## src/rtl/gshare_predictor_pkg.sv

```systemverilog
// Shared gshare helpers: state encoding, counter init/step and the PC/history hash.
package gshare_predictor_pkg;

  typedef logic stateT;
  localparam stateT STATE_INIT = 1'b0;
  localparam stateT STATE_RUN  = 1'b1;

  // Weakly-not-taken: one below the taken threshold, or 0 for 1-bit counters.
  function automatic logic [3:0] counterInit(input int width);
    return (width <= 1) ? 4'd0 : 4'((1 << (width - 1)) - 1);
  endfunction

  function automatic logic [3:0] satStep(input logic [3:0] cnt, input logic taken,
                                         input int width);
    logic [3:0] maxVal;
    maxVal = 4'((1 << width) - 1);
    if (taken) return (cnt == maxVal) ? cnt : cnt + 4'd1;
    return (cnt == 4'd0) ? cnt : cnt - 4'd1;
  endfunction

  function automatic logic [31:0] hashIndex(input logic [31:0] pc, input logic [31:0] hist,
                                            input int indexWidth);
    logic [31:0] mask;
    mask = 32'((64'd1 << indexWidth) - 64'd1);
    return ((pc >> 2) ^ hist) & mask;
  endfunction

endpackage

```

## src/rtl/gshare_predictor_if.sv

```systemverilog
// Fetch/ROB-facing bus of the gshare predictor; slave is the predictor side.
interface gshare_predictor_if #(parameter int INDEX_WIDTH = 10);
  logic                   ready;
  logic                   lookupValid;
  logic [31:0]            lookupAddr;
  logic                   jumpValid;
  logic                   jump;
  logic [INDEX_WIDTH-1:0] lookupIndex;
  logic                   updateValid;
  logic [INDEX_WIDTH-1:0] updateIndex;
  logic                   updateTaken;
  logic                   flushIn;

  modport master (
    input  ready, jumpValid, jump, lookupIndex,
    output lookupValid, lookupAddr, updateValid, updateIndex, updateTaken, flushIn
  );

  modport slave (
    output ready, jumpValid, jump, lookupIndex,
    input  lookupValid, lookupAddr, updateValid, updateIndex, updateTaken, flushIn
  );
endinterface

```

## src/rtl/gshare_counter_table.sv

```systemverilog
// Saturating-counter storage: combinational read, synchronous write, init sweep port.
module gshare_counter_table
  import gshare_predictor_pkg::*;
#(
  parameter int INDEX_WIDTH   = 10,
  parameter int COUNTER_WIDTH = 2
) (
  input  logic                   clockIn,
  input  logic                   initEn,
  input  logic [INDEX_WIDTH-1:0] initPtr,
  input  logic                   updEn,
  input  logic [INDEX_WIDTH-1:0] updIndex,
  input  logic                   updTaken,
  input  logic [INDEX_WIDTH-1:0] rdIndex,
  output logic                   rdTaken
);
  localparam int DEPTH = 1 << INDEX_WIDTH;

  logic [COUNTER_WIDTH-1:0] mem [DEPTH];
  logic [3:0]               updCur;

  assign updCur  = 4'(mem[updIndex]);
  assign rdTaken = mem[rdIndex][COUNTER_WIDTH-1];

  // No reset: the init sweep is what gives every entry a defined value.
  always_ff @(posedge clockIn) begin
    if (initEn)
      mem[initPtr] <= COUNTER_WIDTH'(counterInit(COUNTER_WIDTH));
    else if (updEn)
      mem[updIndex] <= COUNTER_WIDTH'(satStep(updCur, updTaken, COUNTER_WIDTH));
  end
endmodule

```

## src/rtl/gshare_predictor.sv

```systemverilog
// Gshare direction predictor top: init FSM, history registers, registered prediction.
// Optional speculative history is enabled by defining GSHARE_SPEC_HISTORY_EN.
module gshare_predictor
  import gshare_predictor_pkg::*;
#(
  parameter int INDEX_WIDTH   = 10,
  parameter int HISTORY_WIDTH = 8,
  parameter int COUNTER_WIDTH = 2
) (
  input logic               clockIn,
  input logic               resetIn,
  gshare_predictor_if.slave bus
);
  localparam int H = HISTORY_WIDTH;

  stateT                  state, stateNext;
  logic [INDEX_WIDTH-1:0] initPtr;
  logic                   initEn, ready;
  logic                   accept, updEn, pred;
  logic [INDEX_WIDTH-1:0] idx;
  logic [H-1:0]           commitHistory, commitNext, lookupHistory;
  logic [H:0]             commitShift;
  logic                   jumpValidQ, jumpQ;
  logic [INDEX_WIDTH-1:0] indexQ;

  always_ff @(posedge clockIn or negedge resetIn) begin
    if (!resetIn) state <= STATE_INIT;
    else          state <= stateNext;
  end

  always_comb begin
    stateNext = state;
    if (state == STATE_INIT && initPtr == {INDEX_WIDTH{1'b1}}) stateNext = STATE_RUN;
  end

  always_comb begin
    initEn = (state == STATE_INIT);
    ready  = (state == STATE_RUN);
  end

  always_ff @(posedge clockIn or negedge resetIn) begin
    if (!resetIn)    initPtr <= '0;
    else if (initEn) initPtr <= initPtr + INDEX_WIDTH'(1);
  end

  assign updEn       = bus.updateValid & ready;
  assign accept      = bus.lookupValid & ready & ~bus.flushIn;
  assign commitShift = {commitHistory, bus.updateTaken};
  assign commitNext  = updEn ? commitShift[H-1:0] : commitHistory;

  always_ff @(posedge clockIn or negedge resetIn) begin
    if (!resetIn) commitHistory <= '0;
    else          commitHistory <= commitNext;
  end

`ifdef GSHARE_SPEC_HISTORY_EN
  logic [H-1:0] specHistory;
  logic [H:0]   specShift;

  assign specShift = {specHistory, pred};

  // Flush repairs from the committed history including this cycle's commit.
  always_ff @(posedge clockIn or negedge resetIn) begin
    if (!resetIn)                 specHistory <= '0;
    else if (ready & bus.flushIn) specHistory <= commitNext;
    else if (accept)              specHistory <= specShift[H-1:0];
  end

  assign lookupHistory = specHistory;
`else
  assign lookupHistory = commitHistory;
`endif

  assign idx = INDEX_WIDTH'(hashIndex(bus.lookupAddr, 32'(lookupHistory), INDEX_WIDTH));

  gshare_counter_table #(
    .INDEX_WIDTH  (INDEX_WIDTH),
    .COUNTER_WIDTH(COUNTER_WIDTH)
  ) uTable (
    .clockIn (clockIn),
    .initEn  (initEn),
    .initPtr (initPtr),
    .updEn   (updEn),
    .updIndex(bus.updateIndex),
    .updTaken(bus.updateTaken),
    .rdIndex (idx),
    .rdTaken (pred)
  );

  always_ff @(posedge clockIn or negedge resetIn) begin
    if (!resetIn) begin
      jumpValidQ <= 1'b0;
      jumpQ      <= 1'b0;
      indexQ     <= '0;
    end else begin
      jumpValidQ <= accept;
      if (accept) begin
        jumpQ  <= pred;
        indexQ <= idx;
      end
    end
  end

  assign bus.ready       = ready;
  assign bus.jumpValid   = jumpValidQ;
  assign bus.jump        = jumpQ;
  assign bus.lookupIndex = indexQ;
endmodule

```

## src/flat_wrapper.sv

```systemverilog
// flat-port wrapper written by rule: the top's interface ports become plain ports
module gshare_predictor_flat import gshare_predictor_pkg::*;
#(
  parameter int INDEX_WIDTH   = 10,
  parameter int HISTORY_WIDTH = 8,
  parameter int COUNTER_WIDTH = 2
)
  (clockIn, resetIn, bus_ready, bus_jumpValid, bus_jump, bus_lookupIndex, bus_lookupValid, bus_lookupAddr, bus_updateValid, bus_updateIndex, bus_updateTaken, bus_flushIn);
  gshare_predictor_if #(.INDEX_WIDTH(INDEX_WIDTH)) bus_i ();
  input logic clockIn;
  input logic resetIn;
  output wire logic [$bits(bus_i.ready)-1:0] bus_ready;
  output wire logic [$bits(bus_i.jumpValid)-1:0] bus_jumpValid;
  output wire logic [$bits(bus_i.jump)-1:0] bus_jump;
  output wire logic [$bits(bus_i.lookupIndex)-1:0] bus_lookupIndex;
  input wire logic [$bits(bus_i.lookupValid)-1:0] bus_lookupValid;
  input wire logic [$bits(bus_i.lookupAddr)-1:0] bus_lookupAddr;
  input wire logic [$bits(bus_i.updateValid)-1:0] bus_updateValid;
  input wire logic [$bits(bus_i.updateIndex)-1:0] bus_updateIndex;
  input wire logic [$bits(bus_i.updateTaken)-1:0] bus_updateTaken;
  input wire logic [$bits(bus_i.flushIn)-1:0] bus_flushIn;
  assign bus_ready = bus_i.ready;
  assign bus_jumpValid = bus_i.jumpValid;
  assign bus_jump = bus_i.jump;
  assign bus_lookupIndex = bus_i.lookupIndex;
  assign bus_i.lookupValid = bus_lookupValid;
  assign bus_i.lookupAddr = bus_lookupAddr;
  assign bus_i.updateValid = bus_updateValid;
  assign bus_i.updateIndex = bus_updateIndex;
  assign bus_i.updateTaken = bus_updateTaken;
  assign bus_i.flushIn = bus_flushIn;
  gshare_predictor #(.INDEX_WIDTH(INDEX_WIDTH), .HISTORY_WIDTH(HISTORY_WIDTH), .COUNTER_WIDTH(COUNTER_WIDTH)) u_core (.clockIn(clockIn), .resetIn(resetIn), .bus(bus_i));
endmodule
```

## config.mk

```make
export PLATFORM = sky130hd
export DESIGN_NAME = gshare_predictor_flat
export DESIGN_NICKNAME = d
export VERILOG_FILES = /design/src/rtl/gshare_predictor_pkg.sv /design/src/rtl/gshare_predictor_if.sv /design/src/rtl/gshare_counter_table.sv /design/src/rtl/gshare_predictor.sv /design/src/flat_wrapper.sv
export SDC_FILE = /design/constraint.sdc
export NUM_CORES = 2
export LEC_CHECK = 0
export ABC_AREA = 1
export CAP_MARGIN = 20
export CORE_UTILIZATION = 55
export DETAILED_ROUTE_END_ITERATION = 12
export PLACE_DENSITY = 0.75
export SKIP_LAST_GASP = 1
export SYNTH_ARGS = -nofsm -noshare
export SYNTH_HDL_FRONTEND = slang
export SYNTH_HIERARCHICAL = 1
export SYNTH_SLANG_ARGS = --single-unit
```

## constraint.sdc

```tcl
create_clock -name clockIn -period 41.5 [get_ports clockIn]
set_input_delay 4.15 -clock clockIn [delete_from_list [all_inputs] [get_ports clockIn]]
set_output_delay 4.15 -clock clockIn [all_outputs]
set_load 0.05 [all_outputs]
```

# Yosys cells after proc, flatten, opt, wreduce, memory -nomap -nowiden
# Memories as Yosys holds them, arrays and structs flattened. A register that Yosys moved wholly into a read port is not among the register bits.
# Cells that the tools add are included.
[word_totals]
ff_bits = 30
input_bits = 48
mem_count = 1
out_inout_bits = 13
mem_bits_rw = 2048
[mem_list]
columns = ["memory", "depth", "word_bits", "read_ports", "rd_ports_with_merged_regs", "wr", "line_no", "source"]
rows = [
  ["u_core.uTable.mem", 1024, 2, 2, 1, 1, "gshare_counter_table.sv:19", "logic [COUNTER_WIDTH-1:0] mem [DEPTH];"],
]
[op_classes]
mux = 16
n_bitwise = 6
n_reduce_logical = 4
eq_ne = 2
add_sub_neg = 3
[op_table]
columns = ["op", "n"]
rows = [
  ["two-way mux 2 bit", 7],
  ["adder 10 x 1 -> 10 bit (second input constant)", 1],
  ["== test 10 bit (second input constant)", 1],
  ["two-way mux 10 bit", 1],
  ["XOR 10 x 8 -> 10 bit", 1],
  ["two-way mux 1 bit", 8],
  ["zero test 4 bit", 1],
  ["bitwise AND 1 bit", 3],
  ["adder 2 x 1 -> 2 bit (second input constant)", 1],
  ["== test 2 bit (second input constant)", 1],
  ["inverter 1 bit", 2],
  ["OR reduction 2 bit", 1],
  ["subtractor 2 x 1 -> 2 bit (second input constant)", 1],
  ["logical AND 1 bit", 1],
  ["zero test 1 bit", 1],
]

# Longest topological paths before layout
# An unclocked memory read counts as a cell.
[logic_depth]
depth_word = 8
mapped_depth = 19

# Cells and area by module
# Netlist, hierarchy kept.
[modules_own_cells]
columns = ["module", "area_per_inst_um2", "cells_per_inst", "instances"]
rows = [
  ["gshare_counter_table", 97091.9, 10055, 1],
  ["gshare_predictor", 1357.6, 151, 1],
]

# Worst setup path after synthesis
# OpenSTA, ideal clock, no wires.
[synth_timing]
kind = "input-to-reg"
start = "input bus_updateIndex[2]"
end = "memory u_core.uTable.mem[0][1], data pin"
slack_ps = 7149
t_arrival_ps = 29326
n_path_buf = 3
stages = 16
path_cell_list = "buf_2 inv_1 clkbuf_1 buf_2 nand3_1 nand3_1 nand3_1 nand3_1 nand3_1 nand3_1 nand3_1 nand3_1 nand2_1 nand2_1 inv_2 nor2_1"
[synth_via]
elab_chain_len = 8
[synth_lines]
columns = ["element", "line_no", "source"]
rows = [
  ["start, declared", "flat_wrapper.sv:19", "input wire logic [$bits(bus_i.updateIndex)-1:0] bus_updateIndex;"],
  ["memory (1024 x 2 bit) (*)", "n/a", ""],
  ["adder 2 x 1 -> 2 bit / == test 2 bit (equally long branches)", "gshare_predictor_pkg.sv:17", "if (taken) return (cnt == maxVal) ? cnt : cnt + 4'd1;"],
  ["two-way mux 2 bit (2 in a row)", "gshare_predictor_pkg.sv:17", ""],
  ["two-way mux 2 bit (*)", "gshare_predictor_pkg.sv:18", "return (cnt == 4'd0) ? cnt : cnt - 4'd1;"],
  ["two-way mux 2 bit (*)", "gshare_counter_table.sv:29", "else if (updEn)"],
  ["two-way mux 2 bit (*)", "gshare_counter_table.sv:27", "if (initEn)"],
  ["two-way mux 2 bit (no line) (*)", "n/a", ""],
  ["end, declared", "gshare_counter_table.sv:19", ""],
]
# Every way passes the cells marked *; elsewhere a longest branch is shown, timed or not. The select of a mux whose other input is x is not followed.

# Worst setup path in the final report
[layout_timing]
start = "input bus_updateIndex[0]"
end = "memory u_core.uTable.mem[110][0], data pin"
# The elaborated chain is that of the path after synthesis.

==> metrics.md <==
| Metric | Value |
|---|---|
| Internal power | `3.31 mW` |
| Switching share of power | `23.2%` |
| Final Hold Vio Count | `0` |
| Async S/R FF share, synth | `1.49%` |
| Setup TNS | `0 ps` |
| Clock share of power | `40.5%` |
| RSZ-0062 raised after global routing | `false` |
| First-pass GRT wire length | `462000 µm` |
| Post-Synthesis Cells | `10200` |
| Die width | `425 µm` |
| Root Driver | `clkbuf_16` |
| Crit Path Category | `primary input to flip-flop` |
| CTS sink cnt | `2079` |
| Hold path cells | `2` |
| Sequential share of power | `52.6%` |
| IR Drop Worst-Case VDD | `52.9 µV` |
| Post-Synth Simple-Gate Area | `27.4%` |
| Initial antenna violation count | `7` |
| Area share of the largest cell type after synthesis | `62.5%` |
| Crit-path cells | `buf_8, inv_16, buf_4, buf_4, buf_4, buf_4, nand2_1, nand3_1, nand3_1, nand3_1, nand3_1, nand3_1, nand3_1, nand3_1, nand3_1, nand3_2, nand3_1, nand2_4, buf_4, buf_4, buf_16, buf_4` |
| Vias in the first global route | `76600` |
| Overall Global Routing Usage | `34.2%` |
| Max-slew headroom | `12.1%` |
| Top Ports | `61` |
| Core area | `177000 µm²` |
| Setup Buffers After CTS | `0` |
| Worst Reg2Reg Path Length in Cells | `17` |
| Slowest cell on crit path | `buf_4` |
| DR vias/cell | `6.54` |
| Setup crit start kind | `primary input` |
| Place WS | `27860 ps` |
| Max Clock Skew | `32.6 ps` |
| Cell area power density | `40.8 nW/µm²` |
| Max Cap Viol | `0` |
| Bufs on Longest Clock Path | `3` |
| Fmax | `78.0 MHz` |
| Hold WS | `498 ps` |
| Min Tclk post-route | `12830 ps` |
| Final GP Congestion | `0.888` |
| Slew Limit Fails | `0` |
| # setup viols final | `0` |
| Global route overflow | `0` |
| Synth area leader | `edfxtp_1` |
| WL final | `313000 µm` |
| Drt first pass iters | `10` |
| DP HPWL | `154000 µm` |
| CTS tree | `yes` |
| Mapped Area | `98400 µm²` |
| Final setup margin | `28670 ps` |
| Combinational family with the most area after synthesis | `simple AND/OR/NAND/NOR gates` |
| Worst path required time | `42030 ps` |
| Clock slew at reported path FFs | `60 ps` |
| CP most frequent cell | `nand3_1` |
| Via count | `80100` |
| Switch Pwr | `1.00 mW` |
| Worst skew pair latency | `870 ps` |
| Compound-Gate Fraction of Synth Area | `4.32%` |
| # resized after CTS | `0` |
| Synth warn | `6` |
| Layout cell share with drive strength beyond 1 | `5.41%` |
| Layout Nets | `9767` |
| Number of clock buffers inserted by TritonCTS | `197` |
| Pin count of the biggest net entering global routing | `272` |
| Final instance area | `106000 µm²` |
| Chip height | `425 µm` |
| Multi-input combinational cell area | `31700 µm²` |
| Post-DRT Antenna Nets | `0` |
| R2R Path Start | `u_core/uTable/mem[745][0]` |
| Hold EP | `u_core/bus.lookupIndex[8]` |
| Layout overhead on the synthesized area | `7.34%` |
| Hold_buf cts | `0` |
| Hold Startpoint | `u_core/bus.lookupIndex[8]` |
| Worst Hold Class | `flip-flop to flip-flop` |
| CP arrival | `13360 ps` |
| Worst path max stage delay | `940 ps` |
| Placed Area | `99100 µm²` |
| Number of synthesized flops with an enable pin | `2048` |
| Util after Layout | `59.7%` |
| Seq/Total Area, Yosys | `63.3%` |
| Avg WL per Cell | `25.6 µm` |
| Status | `finished, final reports clean` |
| Reg-to-reg endpoint | `u_core/uTable/mem[110][0]` |
| Xor and xnor area share after synthesis | `0.107%` |
| FP Rows | `154` |
| Synth cell types | `35` |
| Crit share post-route | `30.9%` |
| Die Area | `181000 µm²` |
| Register area | `62300 µm²` |
| Adder-cell share of the synthesized area | `0.0127%` |
| R2r setup slk | `35370 ps` |
| Combinational power share | `6.9%` |
| Critical path endpoint category | `flip-flop` |
| DRT iter0 DRCs | `13800` |
| Slew @ Worst Pin | `1320 ps` |
| Leakage power | `37.0 nW` |
| Main synth FF type | `edfxtp_1` |
| Largest cells by area after synthesis | `edfxtp_1, nand3_1, nand2_1, nor2_1, o21ai_0` |
| Post-synthesis mux area share | `0%` |
| Fillcell total | `14200` |
| H-Tree Depth | `4` |
| Mapped Nets | `10300` |
| #FFs+latches synth | `2079` |
| I/O Buffers | `38` |
| Worst Path Max Fanout | `146` |
| Syn Area/Cell | `9.65 µm²` |
| Initial Util | `55.7%` |
| Drt drc | `0` |
==> cell type report <==
cell class	count	share of cell area [%]
clock buffers	251	5.05
well taps	2340	2.77
repair buffers	183	2.03
flip-flops and latches	2079	58.9
multi-input cells	7162	30.0
inverters	95	0.395
clock inverters	115	0.813
diodes	10	0.0237
==> worst max-delay path by stage <==
stage                        from                   endpoint  slack [ps]
3_5_place_dp   bus_updateIndex[0]  u_core/uTable/mem[110][0]       27860
5_1_grt        bus_updateIndex[0]  u_core/uTable/mem[255][0]       28280
2_1_floorplan  bus_updateIndex[2]    u_core/uTable/mem[0][1]        7150
6_report       bus_updateIndex[0]  u_core/uTable/mem[110][0]       28670
4_1_cts        bus_updateIndex[0]  u_core/uTable/mem[110][0]       28720
3_3_place_gp   bus_updateIndex[0]  u_core/uTable/mem[110][0]       27990
==> cell usage in the layout (no fill, tap or decap), types with 31 or more instances in the layout <==
| master | n |
|---|---|
| buf_4 | 105 |
| clkbuf_1 | 43 |
| clkbuf_16 | 205 |
| clkdlybuf4s50_1 | 32 |
| clkinv_1 | 40 |
| clkinv_2 | 55 |
| dfrtp_1 | 31 |
| edfxtp_1 | 2048 |
| inv_1 | 70 |
| nand2_1 | 2432 |
| nand3_1 | 2314 |
| nor2_1 | 1537 |
| o21ai_0 | 503 |
| o22ai_1 | 244 |
==> through the flow <==
| stage | instances | power (mW) |
|---|---|---|
| 3_3_place_gp | 11800 | 2.59 |
| 6_report | 12200 | 4.31 |
| 3_5_place_dp | 11800 | 2.59 |
| 4_1_cts | 12200 | 4.30 |
| 5_1_grt | 12200 | 4.41 |
| 2_1_floorplan | 10200 | 2.51 |
==> worst max-delay path: cells and delay by family <==
kind	cells	cell delay, ps
AND/OR/NAND/NOR	12	2600
buffers and inverters	10	6290
==> logic make-up (layout without fill, tap and decap cells) <==
| logic type | Yosys count | count (layout) |
|---|---|---|
| AND/OR/NAND/NOR | 6366 | 6366 |
| flip-flops | 2079 | 2079 |
| buffers and inverters | 965 | 644 |
| AO/OA/AOI/OAI | 783 | 783 |
| XOR/XNOR | 12 | 12 |
| adder cells (fa/ha/maj) | 1 | 1 |
| other | 0 | 10 |
==> flip-flops by register name, indices dropped and copies added, names as in the netlist <==
signal	count
u_core/uTable/mem	2048
u_core/bus.lookupIndex	10
u_core/initPtr	10
u_core/commitHistory	8
u_core/bus.jump	1
u_core/bus.jumpValid	1
u_core/bus.ready	1
==> power groups by stage <==
stage / sequential [mW] / clock (mW) / combinational (mW)
after floorplan: 2.31 / 0 / 0.195
after global placement: 2.31 / 0 / 0.275
after detailed placement: 2.31 / 0 / 0.279
after CTS: 2.27 / 1.75 / 0.281
after global routing: 2.27 / 1.83 / 0.310
final: 2.27 / 1.75 / 0.297
==> cells in the mapped netlist (11+ instances only) <==
library cell / n
xor2_1: 11
inv_2: 17
o22ai_1: 244
edfxtp_1: 2048
nor3_1: 14
clkbuf_1: 350
buf_2: 277
buf_4: 80
buf_6: 71
nand2_1: 2451
inv_1: 75
nor2_2: 11
a21oi_1: 19
dfrtp_1: 31
buf_1: 87
o21ai_0: 503
nand3_1: 2328
nor2_1: 1539
==> per-layer routing <==
metal,vias up,track usage [%],wire [µm]
li1,34500,-,-
met1,37400,42.5,104000
met2,6664,52.6,139000
met3,1442,8.54,46400
met4,2,23.6,23500
met5,-,0,21
(Power assumes the default switching activity.)
